==> config.mk <==
export PLATFORM = sky130hd
export DESIGN_NAME = hazard_stall_unit
export DESIGN_NICKNAME = d
export VERILOG_FILES = /design/src/rtl/hazard_stall_unit.sv
export SDC_FILE = /design/constraint.sdc
export NUM_CORES = 1
export LEC_CHECK = 0
export CAP_MARGIN = 20
export CORE_ASPECT_RATIO = 2
export CORE_UTILIZATION = 45
export CTS_CLUSTER_DIAMETER = 100
export DETAILED_ROUTE_END_ITERATION = 10
export PLACE_DENSITY = 0.8
export SETUP_SLACK_MARGIN = 0.2
export SYNTH_ARGS = -nofsm -noshare
export SYNTH_HDL_FRONTEND = slang
export SYNTH_SLANG_ARGS = --single-unit
==> constraint.sdc <==
create_clock -name clk -period 2.05 [get_ports clk]
set_input_delay 0.41 -clock clk [delete_from_list [all_inputs] [get_ports clk]]
set_output_delay 0.41 -clock clk [all_outputs]
set_load 0.02 [all_outputs]
==> src/rtl/hazard_stall_unit.sv <==
// hazard_stall_unit
// Detects the hazards that bypassing cannot cover (load-use, taken-branch
// redirect, multi-cycle data-memory wait) and drives the pipeline-register
// enables, flushes and bubbles that resolve them. Also keeps saturating
// stall/flush statistics and a sticky memory-timeout flag.
module hazard_stall_unit #(
   parameter int LOAD_BUBBLES = 1,
   parameter int MEM_TIMEOUT  = 255,
   parameter int CNT_W        = 32
) (
   input  logic             clk,
   input  logic             rst_n,
   input  logic [4:0]       IF_ID_rs1,
   input  logic [4:0]       IF_ID_rs2,
   input  logic [4:0]       ID_EX_rd,
   input  logic             ID_EX_mem_read,
   input  logic             branch_taken,
   input  logic             dmem_req,
   input  logic             dmem_ready,
   output logic             pc_write,
   output logic             IF_ID_write,
   output logic             IF_ID_flush,
   output logic             ID_EX_bubble,
   output logic             EX_MEM_write,
   output logic             MEM_WB_bubble,
   output logic             mem_timeout,
   output logic [CNT_W-1:0] stall_cycles,
   output logic [CNT_W-1:0] flush_events
);

   localparam logic [1:0] ST_RUN        = 2'd0;
   localparam logic [1:0] ST_LOAD_STALL = 2'd1;
   localparam logic [1:0] ST_MEM_WAIT   = 2'd2;

   // Wide enough to hold MEM_TIMEOUT itself so the counter can park there.
   localparam int TMO_W = $clog2(MEM_TIMEOUT + 1);

   logic [1:0]       state_q, state_d;
   logic [1:0]       bub_cnt_q, bub_cnt_d;
   logic [TMO_W-1:0] tmo_cnt_q, tmo_cnt_d;
   logic             mem_timeout_q, mem_timeout_d;
   logic [CNT_W-1:0] stall_q, stall_d;
   logic [CNT_W-1:0] flush_q, flush_d;
   logic             load_use;
   logic             mem_wait;
   logic             waiting;
   logic             timeout_hit;

   // x0 is hardwired to zero, so a load targeting it can never create a dependence.
   assign load_use = ID_EX_mem_read && (ID_EX_rd != 5'd0) &&
                     ((ID_EX_rd == IF_ID_rs1) || (ID_EX_rd == IF_ID_rs2));
   assign mem_wait = dmem_req && !dmem_ready;

   // Hazard FSM: Mealy outputs and next state from the current state and hazards.
   always_comb begin
      pc_write      = 1'b1;
      IF_ID_write   = 1'b1;
      IF_ID_flush   = 1'b0;
      ID_EX_bubble  = 1'b0;
      EX_MEM_write  = 1'b1;
      MEM_WB_bubble = 1'b0;
      waiting       = 1'b0;
      state_d       = state_q;
      bub_cnt_d     = bub_cnt_q;
      case (state_q)
         ST_RUN: begin
            if (mem_wait) begin
               pc_write      = 1'b0;
               IF_ID_write   = 1'b0;
               EX_MEM_write  = 1'b0;
               MEM_WB_bubble = 1'b1;
               waiting       = 1'b1;
               state_d       = ST_MEM_WAIT;
            end else if (branch_taken) begin
               // The dependent instruction in decode is squashed, so any load-use is moot.
               IF_ID_flush  = 1'b1;
               ID_EX_bubble = 1'b1;
            end else if (load_use) begin
               pc_write     = 1'b0;
               IF_ID_write  = 1'b0;
               ID_EX_bubble = 1'b1;
               if (LOAD_BUBBLES > 1) begin
                  bub_cnt_d = 2'(LOAD_BUBBLES - 1);
                  state_d   = ST_LOAD_STALL;
               end
            end
         end
         ST_LOAD_STALL: begin
            if (mem_wait) begin
               // Remaining bubbles are held and resumed once memory completes.
               pc_write      = 1'b0;
               IF_ID_write   = 1'b0;
               EX_MEM_write  = 1'b0;
               MEM_WB_bubble = 1'b1;
               waiting       = 1'b1;
               state_d       = ST_MEM_WAIT;
            end else if (branch_taken) begin
               IF_ID_flush  = 1'b1;
               ID_EX_bubble = 1'b1;
               bub_cnt_d    = 2'd0;
               state_d      = ST_RUN;
            end else begin
               pc_write     = 1'b0;
               IF_ID_write  = 1'b0;
               ID_EX_bubble = 1'b1;
               if (bub_cnt_q <= 2'd1) begin
                  bub_cnt_d = 2'd0;
                  state_d   = ST_RUN;
               end else begin
                  bub_cnt_d = bub_cnt_q - 2'd1;
               end
            end
         end
         ST_MEM_WAIT: begin
            // branch_taken is deliberately ignored here; EX holds it until we exit.
            if (!dmem_ready) begin
               pc_write      = 1'b0;
               IF_ID_write   = 1'b0;
               EX_MEM_write  = 1'b0;
               MEM_WB_bubble = 1'b1;
               waiting       = 1'b1;
            end else begin
               state_d = (bub_cnt_q != 2'd0) ? ST_LOAD_STALL : ST_RUN;
            end
         end
         default: begin
            state_d   = ST_RUN;
            bub_cnt_d = 2'd0;
         end
      endcase
   end

   // Wait-length tracking, sticky timeout flag and saturating statistics.
   always_comb begin
      tmo_cnt_d = '0;
      if (waiting) begin
         tmo_cnt_d = tmo_cnt_q;
         if (tmo_cnt_q != TMO_W'(MEM_TIMEOUT)) begin
            tmo_cnt_d = tmo_cnt_q + TMO_W'(1);
         end
      end
      timeout_hit   = waiting && (tmo_cnt_q == TMO_W'(MEM_TIMEOUT - 1));
      mem_timeout_d = mem_timeout_q | timeout_hit;
      stall_d       = stall_q;
      if (!pc_write && (stall_q != '1)) begin
         stall_d = stall_q + CNT_W'(1);
      end
      flush_d = flush_q;
      if (IF_ID_flush && (flush_q != '1)) begin
         flush_d = flush_q + CNT_W'(1);
      end
   end

   // State and counter registers; reset aborts any stall in progress.
   always_ff @(posedge clk or negedge rst_n) begin
      if (!rst_n) begin
         state_q       <= ST_RUN;
         bub_cnt_q     <= 2'd0;
         tmo_cnt_q     <= '0;
         mem_timeout_q <= 1'b0;
         stall_q       <= '0;
         flush_q       <= '0;
      end else begin
         state_q       <= state_d;
         bub_cnt_q     <= bub_cnt_d;
         tmo_cnt_q     <= tmo_cnt_d;
         mem_timeout_q <= mem_timeout_d;
         stall_q       <= stall_d;
         flush_q       <= flush_d;
      end
   end

   assign mem_timeout  = mem_timeout_q | timeout_hit;
   assign stall_cycles = stall_q;
   assign flush_events = flush_q;

endmodule

==> results.yml, run 1 <==
outcome:
  status: "finished, violations left"
  violations: "negative setup slack"
global_route:
  gr-total-overflow: 0
  grt_pass1_vias: 3489
  antenna_found_initial: 0
  grt_start_max_net_pins: 41
  grt_pass1_wl_mm: 16.5
  grtUsageTotal: 0.256
setup_path:
  cp_slowest_stage_delay_ns: 0.41
  cp.arrival_ns: 2.41
  cp_cell_sequence: "buf_6 -> xor2_2 -> nor3_2 -> a22oi_2 -> o41a_1 -> buf_4 -> buf_6 -> nor3_4 -> buf_12 -> nand4_1 -> xnor2_2"
  start_kind: "primary input"
  crit_top_cell: "buf_6"
  slowest_stage: "o41a_1"
  worst_setup_path_end_kind: "register"
  required_ns: 2.26
  critical_path_class: "primary input to register"
  crit_fanout: 7
place:
  port_buffers: 91
  place.gp.congestion: 0.869
  post-place-cells: 583
  dpl.hpwl_mm: 7.03
floorplan:
  initial_core_util: 0.467
  die_x_um: 66.4
  io_pins: 92
  die_y_um: 131
  core.rowCount: 46
  die-area_um2: 8690
  core_um2: 8000
finish:
  drive_gt1_frac: 0.386
  mostFrequentLayoutCell: "dfrtp_1"
  final_util: 0.792
  layout_common_cells: "dfrtp_1, buf_4, buf_6, clkdlybuf4s50_1, xnor2_1"
  nNetsFinal: 559
  instances_no_fill: 635
  area_growth_pct: 69.7
  nFillCells: 476
  antenna_cells: 0
run:
  cap_violations: 0
sta:
  worst_pin_slew_ns: 0.545
  hold_viol_final: 0
  fin_skew_ns: 0.00498
  maxSlewViolCount: 0
  setup_violations: 35
  rsz0062_at_grt: "true"
  timing.fmax_ghz: 0.454
  holdWs_ns: 0.0601
  timing.final.crit_share: 1.07
  relSlewSlack: 0.637
  layout_setup_ws_ns: -0.150
  period_minus_slack_ns: 2.20
power:
  vdd_drop_max_v: 0.000612
  p_sw_frac: 0.297
  p_sw_mw: 1.34
  p_total_mw: 4.50
  p_clk_frac: 0.328
  leakage_nw: 3.27
  intPower_mw: 3.16
  p_seq_frac: 0.403
  cellPowerDensity_nw_per_um2: 710
  power.share.combinational: 0.269
min_path:
  min_path_type: "primary input to async pin"
route:
  dr.pass1.iters: 4
  initialDrtViolationCount: 153
  routedWlPerCell_um: 18.1
  num_vias: 3416
  wirelength_mm: 11.5
  antenna_left: 0
  drc_errors: 0
  routed_via_density: 5.38
cts:
  cts.sinks: 77
  tritoncts: "yes"
  clock_tree.buffer_depth: 2
  cts-root-buf: "clkbuf_16"
  cts_inserted_buffers: 9
  htree_levels: 3
  clk_pin_slew_ns: 0.06
  worst_skew_pair.late_latency_ns: 0.33
synth:
  synth_ff_type: "dfrtp_1"
  synth_nets: 378
  yosys.area_share.simple: 0.236
  synth.distinct_cells: 41
  synth_warnings: 0
  yosys.area_share.xor_xnor: 0.176
  synth_edf_count: 0
  ys_seq_area_frac: 0.516
  syn_inst: 353
  avgSynthCellArea_um2: 10.6
  synth_top_family_by_area: "simple AND/OR/NAND/NOR gates"
  synth-adder-area-share: 0.0134
  async_reset_ff_frac: 1.00
  ys_ff_latch: 77
  syn_area_um2: 3730
  synth_compound_area_frac: 0.0332
  synthMuxAreaShare: 0.00905
-- final cells by class --
cell class	count	area [um^2]	area share
Inverter	7	28.8	0.00454
Clock buffer	15	268	0.0423
Tap cell	96	120	0.0190
Sequential cell	77	1930	0.305
Timing Repair Buffer	174	1700	0.269
Multi-Input combinational cell	265	2280	0.360
Clock inverter	1	5.00	0.000790
-- registers in the layout, indices dropped and copies added, names as in the netlist --
signal / cells
bub_cnt_q: 2
stall_cycles: 32
tmo_cnt_q: 8
state_q: 2
flush_events: 32
mem_timeout_q: 1
-- cells in the mapped netlist, types with 2 or more instances --
library cell / n / area, um^2
nor3b_1: 3 / 22.5
o21ai_0: 10 / 50.1
or2_2: 2 / 12.5
nand2_1: 36 / 135
nand3_1: 23 / 115
xor2_1: 30 / 263
inv_1: 6 / 22.5
buf_6: 2 / 22.5
nand4_1: 19 / 119
xnor2_1: 45 / 394
a31oi_1: 2 / 12.5
nor3_1: 7 / 35.0
nand4_2: 2 / 25.0
nand2b_1: 6 / 37.5
a21oi_1: 4 / 20.0
and2_1: 2 / 12.5
nor2_1: 30 / 113
ha_1: 4 / 50.1
mux2_2: 3 / 33.8
dfrtp_1: 77 / 1930
nor3_2: 2 / 20.0
and3_1: 11 / 68.8
nor2_2: 2 / 12.5
and4_1: 8 / 70.1
-- per-layer routing --
metal,global-route usage,routed length (um)
met5,0,0
met1,0.247,3840
met2,0.493,7000
met3,0.0530,359
met4,0.128,303
-- through the flow --
stage,instance area (um^2),worst slack [ns],TNS [ns]
detailed placement,5180,-0.927,-30.95
finish,6340,-0.150,-2.27
global route,6340,-0.204,-4.33
global placement,5180,-0.913,-28.15
CTS,5780,-0.167,-2.77
floorplan,3810,0.0103,0
-- worst paths after layout --
path                                              startpoint                      endpoint  slack [ns]  depth (start not counted)
worst max register to register        state_q[1]$_DFFE_PN0P_  stall_cycles[21]$_DFFE_PN0P_       -0.14                          8
worst max-delay path                            IF_ID_rs2[4]  stall_cycles[21]$_DFFE_PN0P_       -0.15                         11
max in group asynchronous                              rst_n      tmo_cnt_q[6]$_DFFE_PN0P_        1.42                          2
min in group clk                stall_cycles[23]$_DFFE_PN0P_  stall_cycles[23]$_DFFE_PN0P_        0.50                          1
worst min register to register  stall_cycles[23]$_DFFE_PN0P_  stall_cycles[23]$_DFFE_PN0P_        0.50                          1
worst min-delay path                                   rst_n  flush_events[31]$_DFFE_PN0P_        0.06                          1
-- cell families (layout without fill, tap and decap cells) --
group | after synthesis | after routing
AOI/OAI and AO/OA | 21 | 21
muxes | 3 | 3
and+or+nand+nor | 162 | 162
DFF | 77 | 77
xor gates and xnor gates | 75 | 75
adders and majority gates | 4 | 4
buffers and inverters | 11 | 197
-- worst max-delay path, delay by kind of cell --
| family | cells | cell delay, ns |
|---|---|---|
| buf+inv | 4 | 0.56 |
| compound gates | 2 | 0.52 |
| xor+xnor | 2 | 0.37 |
| simple gates | 3 | 0.55 |
-- power by group through the flow --
stage / Sequential (mW) / Clock, mW / Combinational [mW]
floorplan: 2.00 / 0 / 0.286
detailed placement: 1.82 / 0 / 1.05
finish: 1.81 / 1.48 / 1.21
global route: 1.83 / 1.57 / 1.28
CTS: 1.80 / 1.49 / 1.11
global placement: 1.81 / 0 / 1.02
-- repair_timing --
action                                  CTS  global route
resized for setup                       162           105
pin swaps                                55            52
endpoints found under the setup margin   79            91
hold buffers                              0             0
cloned                                    1             0
buffers inserted                         17            18
Note: power is estimated with default switching activity, not from simulation.
==> inputs of run 2 (changes only) <==
--- a/config.mk
+++ b/config.mk
@@ -5,7 +5,6 @@
 export SDC_FILE = /design/constraint.sdc
 export NUM_CORES = 1
 export LEC_CHECK = 0
-export CAP_MARGIN = 20
 export CORE_ASPECT_RATIO = 2
 export CORE_UTILIZATION = 45
 export CTS_CLUSTER_DIAMETER = 100
==> constraint.sdc (replaced) <==
create_clock -name clk -period 1.78 [get_ports clk]
set_input_delay 0.356 -clock clk [delete_from_list [all_inputs] [get_ports clk]]
set_output_delay 0.356 -clock clk [all_outputs]
set_load 0.02 [all_outputs]
==> run 2 against run 1 <==
- the flow still finishes with violations (negative setup slack)
- clock skew grew 0.0033 ns
- wire length grew 18%
- total power grew 26%
- core utilization grew 6.5 points
- first-iteration DRC count grew 33%
- clock power grew 46%
- worst hold slack gained 0.39 ns
- global-route usage grew 4.4 points
- sequential power grew 14%
- via count grew 11%
- cell area grew 8.2%
- die area is the same
- largest cell class unchanged
- highest routed layer unchanged
==> results.yml, run 2 (same netlist as run 1, synthesis figures left out) <==
global_route:
  grt_start_max_net_pins: 29
  grt_pass1_wl_mm: 19.3
  grtUsageTotal: 0.300
  gr-total-overflow: 0
  grt_pass1_vias: 4081
  antenna_found_initial: 0
sta:
  timing.final.crit_share: 1.16
  fin_skew_ns: 0.00824
  layout_setup_ws_ns: -0.291
  tns_ns: -11.12
  worst_pin_slew_ns: 0.360
  timing.fmax_ghz: 0.483
  hold_viol_final: 0
  setup_violations: 67
  period_minus_slack_ns: 2.07
  maxSlewViolCount: 0
  rsz0062_at_grt: "true"
  holdWs_ns: 0.450
  relSlewSlack: 0.758
finish:
  mostFrequentLayoutCell: "buf_4"
  nFillCells: 388
  layout_common_cells: "buf_4, dfrtp_1, dlygate4sd2_1, buf_6, xnor2_1"
  area_growth_pct: 83.6
  antenna_cells: 0
  multiInputGateArea_um2: 2430
  instances_no_fill: 686
  nNetsFinal: 610
  drive_gt1_frac: 0.534
  seq_area_um2: 1950
min_path:
  min_path_type: "primary input to register"
route:
  num_vias: 3793
  routedWlPerCell_um: 19.8
  drc_errors: 0
  initialDrtViolationCount: 204
  routed_via_density: 5.53
  antenna_left: 0
  dr.pass1.iters: 4
  wirelength_mm: 13.6
setup_path:
  cp_cell_sequence: "ha_4 -> and3_4 -> nand2b_4 -> or4_4 -> nor2_4 -> nor3_2 -> buf_6 -> nand4_1 -> xnor2_1"
  required_ns: 2.03
  slowest_stage: "or4_4"
  worst_setup_path_end_kind: "register"
  crit_fanout: 7
  cp_slowest_stage_delay_ns: 0.48
  cp.arrival_ns: 2.32
  critical_path_class: "register to register"
  path_delay_family: "simple AND/OR/NAND/NOR gates"
  start_kind: "register"
  crit_buf_inv: 1
power:
  cellPowerDensity_nw_per_um2: 828
  p_total_mw: 5.68
  intPower_mw: 4.00
  p_sw_frac: 0.295
  vdd_drop_max_v: 0.000815
  p_sw_mw: 1.67
  p_seq_frac: 0.365
  power.share.combinational: 0.254
  p_clk_frac: 0.380
  leakage_nw: 3.49
cts:
  cts.sinks: 77
  cts-root-buf: "clkbuf_16"
  clk_pin_slew_ns: 0.06
  tritoncts: "yes"
  cts_inserted_buffers: 9
  worst_skew_pair.late_latency_ns: 0.34
  htree_levels: 3
  clock_tree.buffer_depth: 2
floorplan:
  die-area_um2: 8690
  io_pins: 92
  core.rowCount: 46
  die_x_um: 66.4
  die_y_um: 131
  initial_core_util: 0.467
  core_um2: 8000
run:
  cap_violations: 0
place:
  post-place-cells: 632
  dpl.hpwl_mm: 7.57
  place.gp.congestion: 0.826
  port_buffers: 91
outcome:
  violations: "negative setup slack"
  status: "finished, violations left"
## run 2: power groups by stage
stage / sequential [mW] / clock (mW) / combinational (mW)
6_report: 2.07 / 2.16 / 1.44
5_1_grt: 2.09 / 2.26 / 1.54
4_1_cts: 2.05 / 2.16 / 1.35
3_5_place_dp: 2.08 / 0 / 1.34
3_3_place_gp: 2.07 / 0 / 1.30
2_1_floorplan: 2.31 / 0 / 0.357
## run 2: worst paths after layout
kind / cells after the start / start / slack, ns / to
hold / removal: 3 / dmem_ready / 0.45 / state_q[1]$_DFFE_PN0P_
min in group asynchronous: 2 / rst_n / 0.48 / flush_events[31]$_DFFE_PN0P_
max in group asynchronous: 3 / rst_n / 0.73 / flush_events[12]$_DFFE_PN0P_
setup / recovery: 9 / flush_events[1]$_DFFE_PN0P_ / -0.29 / flush_events[18]$_DFFE_PN0P_
hold reg to reg: 1 / bub_cnt_q[0]$_DFFE_PN0P_ / 0.52 / bub_cnt_q[0]$_DFFE_PN0P_
setup reg to reg: 9 / flush_events[1]$_DFFE_PN0P_ / -0.29 / flush_events[18]$_DFFE_PN0P_
## run 2: what timing repair did
item / 4_1_cts / 5_1_grt
endpoints found under the hold margin: 23 / 0
endpoints found under the setup margin: 137 / 97
pin swaps: 95 / 36
gates cloned: 1 / 0
hold buffers: 1 / 0
resized for setup: 236 / 90
setup buffers: 24 / 12
## run 2: layout make-up
cell class / instances / share of cell area
multi-input cells: 265 / 0.355
repair buffers: 225 / 0.288
flip-flops and latches: 77 / 0.285
clock buffers: 10 / 0.0348
well taps: 96 / 0.0175
clock inverters: 6 / 0.0161
inverters: 7 / 0.00456
## run 2: through the flow
step,util,instance area (um^2),setup WS (ns)
floorplan,-,3980,-0.260
global placement,0.714,5720,-0.964
detailed placement,0.714,5720,-0.963
CTS,0.819,6550,-0.229
global route,0.857,6860,-0.356
finish,0.857,6860,-0.291
## run 2: layer usage
metal / vias to the layer above / routed length (um) / global-route usage / part of all wire
li1: 1688 / - / - / -
met1: 1922 / 4730 / 0.303 / 0.35
met2: 143 / 7850 / 0.563 / 0.58
met3: 40 / 568 / 0.0486 / 0.042
met4: 0 / 442 / 0.168 / 0.033
met5: - / 0 / 0 / 0
## run 2: tightest hold or removal path: stages
cell and delay (ns):
dlygate4sd2_1 0.21, buf_4 0.14, a21oi_1 0.04
==> inputs of run 3 (changes only) <==
--- a/config.mk
+++ b/config.mk
@@ -10,7 +10,6 @@
 export CTS_CLUSTER_DIAMETER = 100
 export DETAILED_ROUTE_END_ITERATION = 10
 export PLACE_DENSITY = 0.8
-export SETUP_SLACK_MARGIN = 0.2
 export SYNTH_ARGS = -nofsm -noshare
 export SYNTH_HDL_FRONTEND = slang
 export SYNTH_SLANG_ARGS = --single-unit
==> run 3 against run 2 <==
- the run still ends with negative setup slack left
- worst hold slack improved by 0.021 ns
- first-iteration DRC count is 11% higher
- sequential cell count is the same
- cell area down 0.97%
- clock skew is 0.0072 ns higher
- wire length grew 2.3%
- die area is the same
- global-route usage is 1.1 points lower
- sequential power hardly changed
- via count up 0.13%
==> results.yml, run 3 (same netlist as run 1, synthesis figures left out) <==
cts:
  cts-root-buf: "clkbuf_16"
  cts.sinks: 77
  cts_inserted_buffers: 9
  tritoncts: "yes"
  clock_tree.buffer_depth: 2
  worst_skew_pair.late_latency_ns: 0.34
  htree_levels: 3
  clk_pin_slew_ns: 0.06
sta:
  timing.fmax_ghz: 0.445
  setup_violations: 70
  rsz0062_at_grt: "true"
  relSlewSlack: 0.709
  holdWs_ns: 0.471
  timing.final.crit_share: 1.26
  period_minus_slack_ns: 2.25
  worst_pin_slew_ns: 0.435
  fin_skew_ns: 0.0155
  layout_setup_ws_ns: -0.467
  hold_viol_final: 0
  maxSlewViolCount: 0
global_route:
  antenna_found_initial: 0
  grtUsageTotal: 0.289
  grt_pass1_wl_mm: 18.6
  grt_pass1_vias: 3940
  gr-total-overflow: 0
  grt_start_max_net_pins: 43
floorplan:
  die-area_um2: 8690
  core_um2: 8000
  io_pins: 92
  initial_core_util: 0.467
  die_x_um: 66.4
  die_y_um: 131
  core.rowCount: 46
outcome:
  violations: "negative setup slack"
  status: "finished, violations left"
power:
  leakage_nw: 3.73
  p_seq_frac: 0.379
  p_sw_frac: 0.300
  power.share.combinational: 0.273
  vdd_drop_max_v: 0.00113
  intPower_mw: 3.81
  cellPowerDensity_nw_per_um2: 801
  p_clk_frac: 0.349
  p_sw_mw: 1.63
setup_path:
  start_kind: "register"
  rr_startpoint: "flush_events[13]$_DFFE_PN0P_"
  r2r-end: "flush_events[18]$_DFFE_PN0P_"
  worst_setup_path_end_kind: "register"
  crit_fanout: 7
  reg2regPathDepth: 9
  critical_path_class: "register to register"
  required_ns: 2.01
  rrSetupSlack_ns: -0.47
  cp.arrival_ns: 2.48
route:
  wirelength_mm: 13.9
  drc_errors: 0
  dr.pass1.iters: 4
  initialDrtViolationCount: 226
  routedWlPerCell_um: 20.1
  num_vias: 3798
  antenna_left: 0
  routed_via_density: 5.50
finish:
  layout_common_cells: "buf_4, dfrtp_1, dlygate4sd2_1, buf_6, xnor2_1"
  nFillCells: 397
  multiInputGateArea_um2: 2280
  drive_gt1_frac: 0.457
  area_growth_pct: 81.8
  antenna_cells: 0
  finalInstanceArea_um2: 6790
  mostFrequentLayoutCell: "buf_4"
  nNetsFinal: 615
  seq_area_um2: 1940
place:
  place.gp.congestion: 0.856
  dpl.hpwl_mm: 7.67
  port_buffers: 91
  place_area_um2: 5660
run:
  cap_violations: 0
min_path:
  min_path_type: "primary input to async pin"
run 3: cell types whose count changed in the layout (fill, tap and decap cells not counted), sizes merged:
cell / previous run / this run
inv: 6 / 7
dlymetal6s2s: 0 / 23
dlygate4sd2: 38 / 37
clkbuf: 22 / 12
buf: 149 / 154
clkdlybuf4s15: 24 / 7
clkdlybuf4s50: 1 / 8
clkinv: 2 / 1
bufinv: 3 / 1
run 3: layout make-up:
type | instances | share of cell area
Clock buffer | 12 | 0.0378
Clock inverter | 4 | 0.00792
Inverter | 7 | 0.00405
Multi-Input combinational cell | 265 | 0.336
Sequential cell | 77 | 0.286
Tap cell | 96 | 0.0177
Timing Repair Buffer | 230 | 0.311
run 3: worst max-delay path by stage:
stage / endpoint / start / slack (ns) / cells past startpoint
final: flush_events[18]$_DFFE_PN0P_ / flush_events[13]$_DFFE_PN0P_ / -0.47 / 9
after global routing: flush_events[18]$_DFFE_PN0P_ / flush_events[8]$_DFFE_PN0P_ / -0.51 / 9
after CTS: stall_cycles[27]$_DFFE_PN0P_ / state_q[1]$_DFFE_PN0P_ / -0.29 / 8
after detailed placement: stall_cycles[29]$_DFFE_PN0P_ / ID_EX_rd[2] / -1.04 / 11
after global placement: IF_ID_write / ID_EX_rd[1] / -1.02 / 5
after floorplan: flush_events[1]$_DFFE_PN0P_ / flush_events[0]$_DFFE_PN0P_ / -0.26 / 7
run 3: metrics by stage:
step / cells / util / setup TNS, ns / power (mW) / setup WS (ns)
floorplan: 353 / - / -8.56 / 2.66 / -0.260
global placement: 633 / 0.707 / -44.76 / 3.36 / -1.02
detailed placement: 633 / 0.707 / -46.26 / 3.40 / -1.04
CTS: 667 / 0.785 / -12.79 / 5.28 / -0.290
global route: 691 / 0.849 / -20.42 / 5.62 / -0.508
finish: 691 / 0.849 / -16.41 / 5.44 / -0.467
run 3: critical path: stages, from the launching register on:
cell and delay [ns]:
dfrtp_1 0.39, and4_4 0.21, and3_4 0.18, nand4_1 0.11, buf_6 0.15, nor2_4 0.06
buf_6 0.12, nor3_4 0.40, nand4_1 0.24, xnor2_1 0.28
run 3: power groups by stage:
stage,clock network (mW),logic [mW],registers [mW]
floorplan,0,0.349,2.32
global placement,0,1.29,2.06
detailed placement,0,1.33,2.07
CTS,1.91,1.33,2.05
global route,1.99,1.55,2.08
finish,1.90,1.48,2.06
run 3: repair_timing:
| item | 4_1_cts | 5_1_grt |
|---|---|---|
| endpoints found under the setup margin | 106 | 92 |
| endpoints found under the hold margin | 20 | 0 |
| hold buffers | 1 | 0 |
| buffers inserted | 21 | 27 |
| gates resized for setup | 170 | 88 |
| pin swaps | 65 | 49 |
| gates cloned | 1 | 0 |
run 3: metal layers:
metal	GRT usage	routed length [um]
met5	0	0
met4	0.149	664
met1	0.270	4610
met2	0.573	8060
met3	0.0443	563
